$ cat config.mk
export PLATFORM = sky130hd
export DESIGN_NAME = add_avg
export DESIGN_NICKNAME = d
export VERILOG_FILES = /design/src/rtl/add_avg.sv
export SDC_FILE = /design/constraint.sdc
export NUM_CORES = 1
export LEC_CHECK = 0
export CORE_MARGIN = 4
export CORE_UTILIZATION = 45
export DETAILED_ROUTE_END_ITERATION = 12
export HOLD_SLACK_MARGIN = 0.12
export PLACE_DENSITY = 0.63
export SLEW_MARGIN = 15
export SYNTH_ARGS = -nofsm -noshare
export SYNTH_HDL_FRONTEND = slang
export SYNTH_SLANG_ARGS = --single-unit
$ cat constraint.sdc
create_clock -name clk -period 3.1 [get_ports clk]
set_input_delay 0.62 -clock clk [delete_from_list [all_inputs] [get_ports clk]]
set_output_delay 0.62 -clock clk [all_outputs]
set_load 0.05 [all_outputs]
$ cat src/rtl/add_avg.sv
// add_avg: block-averaging stage for the signed sum stream of the add stage.
// Accumulates ACC_LEN consecutive samples, then rounds half-up and saturates
// the block mean to OUT_W bits. The result sits on a held valid/ready output
// while the next block is already accumulating; only the final sample of that
// next block is stalled until the pending result has been taken.
module add_avg #(
    parameter int IN_W    = 23,
    parameter int OUT_W   = 16,
    parameter int ACC_LEN = 8
) (
    input  logic                    clk,
    input  logic                    rst_n,
    input  logic                    clr,
    input  logic                    in_valid,
    output logic                    in_ready,
    input  logic signed [IN_W-1:0]  in_data,
    output logic                    out_valid,
    input  logic                    out_ready,
    output logic signed [OUT_W-1:0] out_data,
    output logic                    out_sat
);

    localparam int K     = $clog2(ACC_LEN);
    localparam int ACC_W = IN_W + K;          // ACC_LEN samples can never overflow this
    localparam int RW    = ACC_W + 1;         // headroom for the rounding bias
    localparam int CNT_W = (K > 0) ? K : 1;   // ACC_LEN = 1 still needs a one-bit counter

    localparam logic [CNT_W-1:0]     CNT_LAST = CNT_W'(ACC_LEN - 1);
    localparam logic signed [RW-1:0] RND_BIAS = RW'((2 ** K) / 2);   // 0 when K = 0
    localparam logic signed [RW-1:0] SAT_MAX  = RW'((2 ** (OUT_W - 1)) - 1);
    localparam logic signed [RW-1:0] SAT_MIN  = RW'(-(2 ** (OUT_W - 1)));

    typedef enum logic [1:0] {
        S_ACC = 2'd0,
        S_RND = 2'd1,
        S_OUT = 2'd2
    } state_t;

    state_t                   state_q;
    logic [CNT_W-1:0]         cnt_q;
    logic signed [ACC_W-1:0]  acc_q;
    logic signed [ACC_W-1:0]  sum_q;
    logic                     out_valid_q;
    logic signed [OUT_W-1:0]  out_data_q;
    logic                     out_sat_q;

    logic                     in_ready_d;
    logic                     accept_d;
    logic                     last_d;
    logic signed [ACC_W-1:0]  acc_sum_d;
    logic signed [RW-1:0]     rnd_sum_d;
    logic signed [RW-1:0]     rnd_d;
    logic                     sat_hi_d;
    logic                     sat_lo_d;

    // Input acceptance: open while accumulating; while a result waits, stall only
    // the block's final sample unless the result is being taken this cycle.
    always_comb begin
        in_ready_d = 1'b0;
        case (state_q)
            S_ACC:   in_ready_d = 1'b1;
            S_OUT:   in_ready_d = (cnt_q != CNT_LAST) || out_ready;
            default: in_ready_d = 1'b0;
        endcase
        if (clr) begin
            in_ready_d = 1'b0;
        end
    end

    // Accumulate/round/saturate datapath shared by the FSM below.
    always_comb begin
        accept_d  = in_valid && in_ready_d;
        last_d    = accept_d && (cnt_q == CNT_LAST);
        acc_sum_d = acc_q + ACC_W'(in_data);
        rnd_sum_d = RW'(sum_q) + RND_BIAS;
        rnd_d     = rnd_sum_d >>> K;
        sat_hi_d  = (rnd_d > SAT_MAX);
        sat_lo_d  = (rnd_d < SAT_MIN);
    end

    assign in_ready  = in_ready_d;
    assign out_valid = out_valid_q;
    assign out_data  = out_data_q;
    assign out_sat   = out_sat_q;

    // Block accumulator, result formatting and output handshake FSM.
    always_ff @(posedge clk or negedge rst_n) begin
        if (!rst_n) begin
            state_q     <= S_ACC;
            cnt_q       <= '0;
            acc_q       <= '0;
            sum_q       <= '0;
            out_valid_q <= 1'b0;
            out_data_q  <= '0;
            out_sat_q   <= 1'b0;
        end else if (clr) begin
            state_q     <= S_ACC;
            cnt_q       <= '0;
            acc_q       <= '0;
            sum_q       <= '0;
            out_valid_q <= 1'b0;
            out_data_q  <= '0;
            out_sat_q   <= 1'b0;
        end else begin
            if (accept_d) begin
                if (last_d) begin
                    sum_q <= acc_sum_d;
                    acc_q <= '0;
                    cnt_q <= '0;
                end else begin
                    acc_q <= acc_sum_d;
                    cnt_q <= cnt_q + CNT_W'(1);
                end
            end

            case (state_q)
                S_ACC: begin
                    if (last_d) begin
                        state_q <= S_RND;
                    end
                end
                S_RND: begin
                    out_valid_q <= 1'b1;
                    out_sat_q   <= sat_hi_d || sat_lo_d;
                    if (sat_hi_d) begin
                        out_data_q <= SAT_MAX[OUT_W-1:0];
                    end else if (sat_lo_d) begin
                        out_data_q <= SAT_MIN[OUT_W-1:0];
                    end else begin
                        out_data_q <= rnd_d[OUT_W-1:0];
                    end
                    state_q <= S_OUT;
                end
                S_OUT: begin
                    // A stalled final sample can only complete alongside a transfer.
                    if (out_ready) begin
                        out_valid_q <= 1'b0;
                        state_q     <= last_d ? S_RND : S_ACC;
                    end
                end
                default: begin
                    state_q <= S_ACC;
                end
            endcase
        end
    end

endmodule
# Word-level counts from Yosys, hierarchy flattened
# Cells that the tools add are included.
# Widths: inputs -> output; s select.
# word_totals
inputBits	28
register_bits	75
elab_cells	55
# op_classes
add_sub_neg	3
order_cmp	2
n_mux	25
n_reduce_logical	12
eq_ne	6
# ops
operator	n
$mux 26	6
$mux 16	4
$add 26x4->27 const B	1
$add 26x23->26	1
$gt 24x16->1 const B	1
$lt 24x16->1 const B	1
$mux 3	3
$ne 3x3->1 const B	3
$mux 1	6
$mux 2	3
$pmux 2 s3	1
$reduce_and 2->1	3
$reduce_bool 2->1	3
$pmux 1 s2	2
$add 3x1->3 const B	1
$eq 3x3->1 const B	1
$reduce_bool 3->1	1
$eq 2x1->1 const B	1
$eq 2x2->1 const B	1
$logic_and 1x1->1	2
$logic_not 2->1	1
$logic_or 1x1->1	2

# Longest topological paths before layout
# depth
depth_word	10
depth_mapped	11

# Worst setup path before layout
# OpenSTA, ideal clock, no wires.
# synth_timing
kind	flip-flop to flip-flop
startpoint	reg cnt_q[0]
endpoint	reg sum_q[13]
path_buffers	3
required_time_ps	3036
arrival_ps	3494
setup_slack_ps	-459
path_stages_with_launch	11
cell_sequence	dfrtp_1 ha_1 ha_1 a311oi_1 and2_0 clkbuf_1 nand2_1 inv_1 clkbuf_1 buf_1 a21o_1
# synth_between
elab_chain_len	8
# synth_lines
element	line_no	source
start: declaration	40	logic [CNT_W-1:0] cnt_q;
start signal: assignment	112	cnt_q <= cnt_q + CNT_W'(1);
$ne 3x3->1 *	62	S_OUT: in_ready_d = (cnt_q != CNT_LAST) || out_ready;
$logic_or 1x1->1 *	62	
$pmux 1 s2 *	60	case (state_q)
$mux 1 *	65	if (clr) begin
via in_ready	15	output logic in_ready,
$logic_and 1x1->1 *	72	accept_d = in_valid && in_ready_d;
$logic_and 1x1->1	73	last_d = accept_d && (cnt_q == CNT_LAST);
$reduce_bool 2->1 (no line)	n/a	
$reduce_and 2->1 (no line) *	n/a	
end signal: assignment	107	sum_q <= acc_sum_d;
end: declaration	42	logic signed [ACC_W-1:0] sum_q;
# Mark *: on every way through the listed nets, which the timed path passes. The rest lies on a longest branch.
# A chain may end at the register's enable or synchronous reset.

# Final worst setup path
# layout_timing
startpoint	in in_data[1]
endpoint	reg acc_q[19]
# layout_between
elab_chain_len	4
# layout_lines
element	line_no	source
start: declaration	16	input logic signed [IN_W-1:0] in_data,
$add 26x23->26	74	acc_sum_d = acc_q + ACC_W'(in_data);
$mux 26	106	if (last_d) begin
$mux 26	105	if (accept_d) begin
$mux 26	96	end else if (clr) begin
end signal: assignment	111	acc_q <= acc_sum_d;
end: declaration	41	logic signed [ACC_W-1:0] acc_q;
# No other way between the ends. The select of a mux whose other input is x is not followed.

==> reports/metrics.yaml <==
synthTopCellsByArea: "dfrtp_1, ha_1, nand2_1, xnor2_1, a21o_1"
final-hold-violation-count: 0
grt_pass1_wl_um: 21300
diodes: 0
ir_worst_vdd_mv: 0.342
max-cap-violations: 0
setup_violations: 0
hp-class: "in -> async"
cts_tree: "built"
route.final.wire_length_um: 12400
critical_path.reg2reg.endpoint: "out_data[5]$_DFFE_PN0P_"
synthFlopType: "dfrtp_1"
grt_overflow_total: 0
clkLatencyLatePin_ps: 350
die_h_um: 111
drc: 0
ys_top_cells_by_count: "dfrtp_1, nand2_1, nor2_1"
cts_resized: 0
synth.most_common_cell: "dfrtp_1"
wl_per_cell_um: 16.5
post-place-ws_ps: -379
numClockSinks: 73
endpoint_kind: "flip-flop"
cts_buffers: 9
cts_setup_buffers: 0
detail-route-antenna-nets: 0
slew_headroom_pct: 35.7
tightestPinTransition_ps: 961
max_stage_delay_ps: 420
cts-root-buf: "clkbuf_8"
first_pass_iters: 5
fin_crit_sh_pct: 94.8
core_area_um2: 10300
num_rows: 37
path_max_fanout: 3
fmax_mhz: 340
dieWidth_um: 111
critPathMostFrequentCell: "buf_4"
syn_avg_cell_area_um2: 9.24
cts.hold.buffers_added: 0
drive_above_1_share_pct: 16.2
ys_seq_area_share_pct: 38.2
cp_data_required_time_ps: 3340
grt_max_degree: 74
reg2reg_depth: 10
syn_nets: 574
status: "completed"
ys_ff_latch: 73
drt_iter0_drc: 188
cp.arrival_ps: 3170
r2r_setup_slack_ps: 310
ys_warn_count: 0
antenna_found_initial: 0
via_per_inst: 5.67
yosys.area.top_type: "dfrtp_1"
grt_pass1_vias: 4251
synth_cells: 517
yosys.area.top_type_share_pct: 38.2
hold_ws_ps: 276
async_flop_share_pct: 100
fin_skew_ps: 14.6
dp_hpwl_um: 9340
synthesis.area_um2: 4780
r2r-start: "sum_q[3]$_DFFE_PN0P_"
fin_crit_ps: 2940
p_leak_uw: 0.00291
start_util_pct: 46.3
synth.distinct_cells: 63
syn_to_final_growth_pct: 26.0
dieArea_um2: 12300
rsz0062_at_grt: "false"
fin_nets: 668
critical_path.top_delay_family: "compound AO/OA/AOI/OAI gates"
critPathLaunch: "in_data[1]"
p_per_area_nw_per_um2: 530
via_count: 4264
clkSlewWorstSetupHoldPaths_ps: 100
cp_cell_sequence: "clkdlybuf4s50_1 > ha_1 > a21o_1 > nand4_1 > a2111oi_1 > buf_4 > nor2_1 > a211oi_2 > a21oi_1 > xnor2_1 > buf_4 > a22o_1"
path_buf_inv: 3
ios: 47
clk_path_buf_depth: 2
critical-path-slowest-cell: "clkdlybuf4s50_1"
io_buffers: 46
crit_type: "in -> reg"
grt_usage_pct: 20.9
htreeDepth: 3
synth_edf_count: 0
placedInstanceArea_um2: 5800
setup.worst_path.start_class: "primary input"
setup_ws_ps: 162
finalMaxSlewViolations: 0
gp_congestion: 0.859
final_cell_area_um2: 6020
[report_power, final]
group          leakage, uW  total (uW)  internal [uW]  switching (uW)
Sequential        0.000999        1090           1030            59.7
Combinational      0.00182        1360            650             708
Clock            0.0000962         739            315             424
Total              0.00291        3190           2000            1190
[how the worst max path moves through the flow]
stage,slack [ps],cells past startpoint,to
4_1_cts,8,11,acc_q[16]$_DFFE_PN0P_
6_report,160,12,acc_q[19]$_DFFE_PN0P_
5_1_grt,20,12,acc_q[19]$_DFFE_PN0P_
3_5_place_dp,-380,12,acc_q[25]$_DFFE_PN0P_
3_3_place_gp,-260,12,sum_q[25]$_DFFE_PN0P_
2_1_floorplan,70,10,sum_q[13]$_DFFE_PN0P_
[stage by stage]
stage	power, uW	util, %	TNS (ps)	cells
after floorplan	1850	-	0	517
final	3190	58.3	0	752
after detailed placement	2430	56.2	-6470	736
after global placement	2430	56.2	-4670	736
after CTS	3190	58.0	0	752
after global routing	3410	58.3	0	752
[area by class of cell]
type | instances | area (um2)
Sequential cell | 73 | 1830
Clock buffer | 9 | 124
Multi-Input combinational cell | 408 | 2840
Timing Repair Buffer | 109 | 951
Clock inverter | 7 | 67.6
Tap cell | 136 | 170
Inverter | 10 | 37.5
Fill cell | 920 | 4300
[placed cells by master, fill, tap and decap left out, types with 3 or more instances in the layout]
cell type | netlist | routed
inv_1 | 10 | 10
nor2_1 | 32 | 32
xnor2_1 | 23 | 23
o211ai_1 | 3 | 3
clkbuf_8 | 0 | 9
a31oi_1 | 8 | 7
buf_4 | 0 | 62
xor2_1 | 14 | 14
a41oi_1 | 3 | 3
o31ai_1 | 3 | 3
nand2b_1 | 5 | 5
nor3_1 | 6 | 6
nor3b_1 | 9 | 9
inv_8 | 0 | 3
nand4_1 | 9 | 9
and2_1 | 4 | 4
clkdlybuf4s50_1 | 0 | 44
nand2_1 | 62 | 62
a221o_1 | 13 | 13
nor2b_1 | 3 | 3
a21oi_1 | 25 | 24
nand3_1 | 20 | 20
a22o_1 | 17 | 17
a211oi_1 | 6 | 5
nand3b_1 | 14 | 14
o21ai_0 | 29 | 28
a211oi_2 | 2 | 3
ha_1 | 28 | 28
a21o_1 | 26 | 26
dfrtp_1 | 73 | 73
[per-layer routing]
metal	vias up	routed length, um	track usage, %
met4	0	212	5.76
met5	-	0	0
met1	2034	5910	29.2
met2	102	5720	33.3
li1	2114	-	-
met3	14	523	3.77
[sequential cells by signal, summed over array words and instances (netlist names)]
register   count
out_sat        1
sum_q         24
out_valid      1
acc_q         26
cnt_q          3
state_q        2
out_data      16
[kinds of logic (layout without fill, tap and decap cells)]
| group | after synthesis | in the layout | synth area share [%] |
|---|---|---|---|
| AO/OA/AOI/OAI | 156 | 156 | 23.4 |
| XOR/XNOR | 37 | 37 | 6.78 |
| adder cells (fa/ha/maj) | 29 | 29 | 7.75 |
| buffers and inverters | 36 | 135 | 3.01 |
| flip-flops | 73 | 73 | 38.2 |
| multiplexers | 2 | 2 | 0.419 |
| AND/OR/NAND/NOR | 184 | 184 | 20.4 |
(Power assumes the default switching activity.)
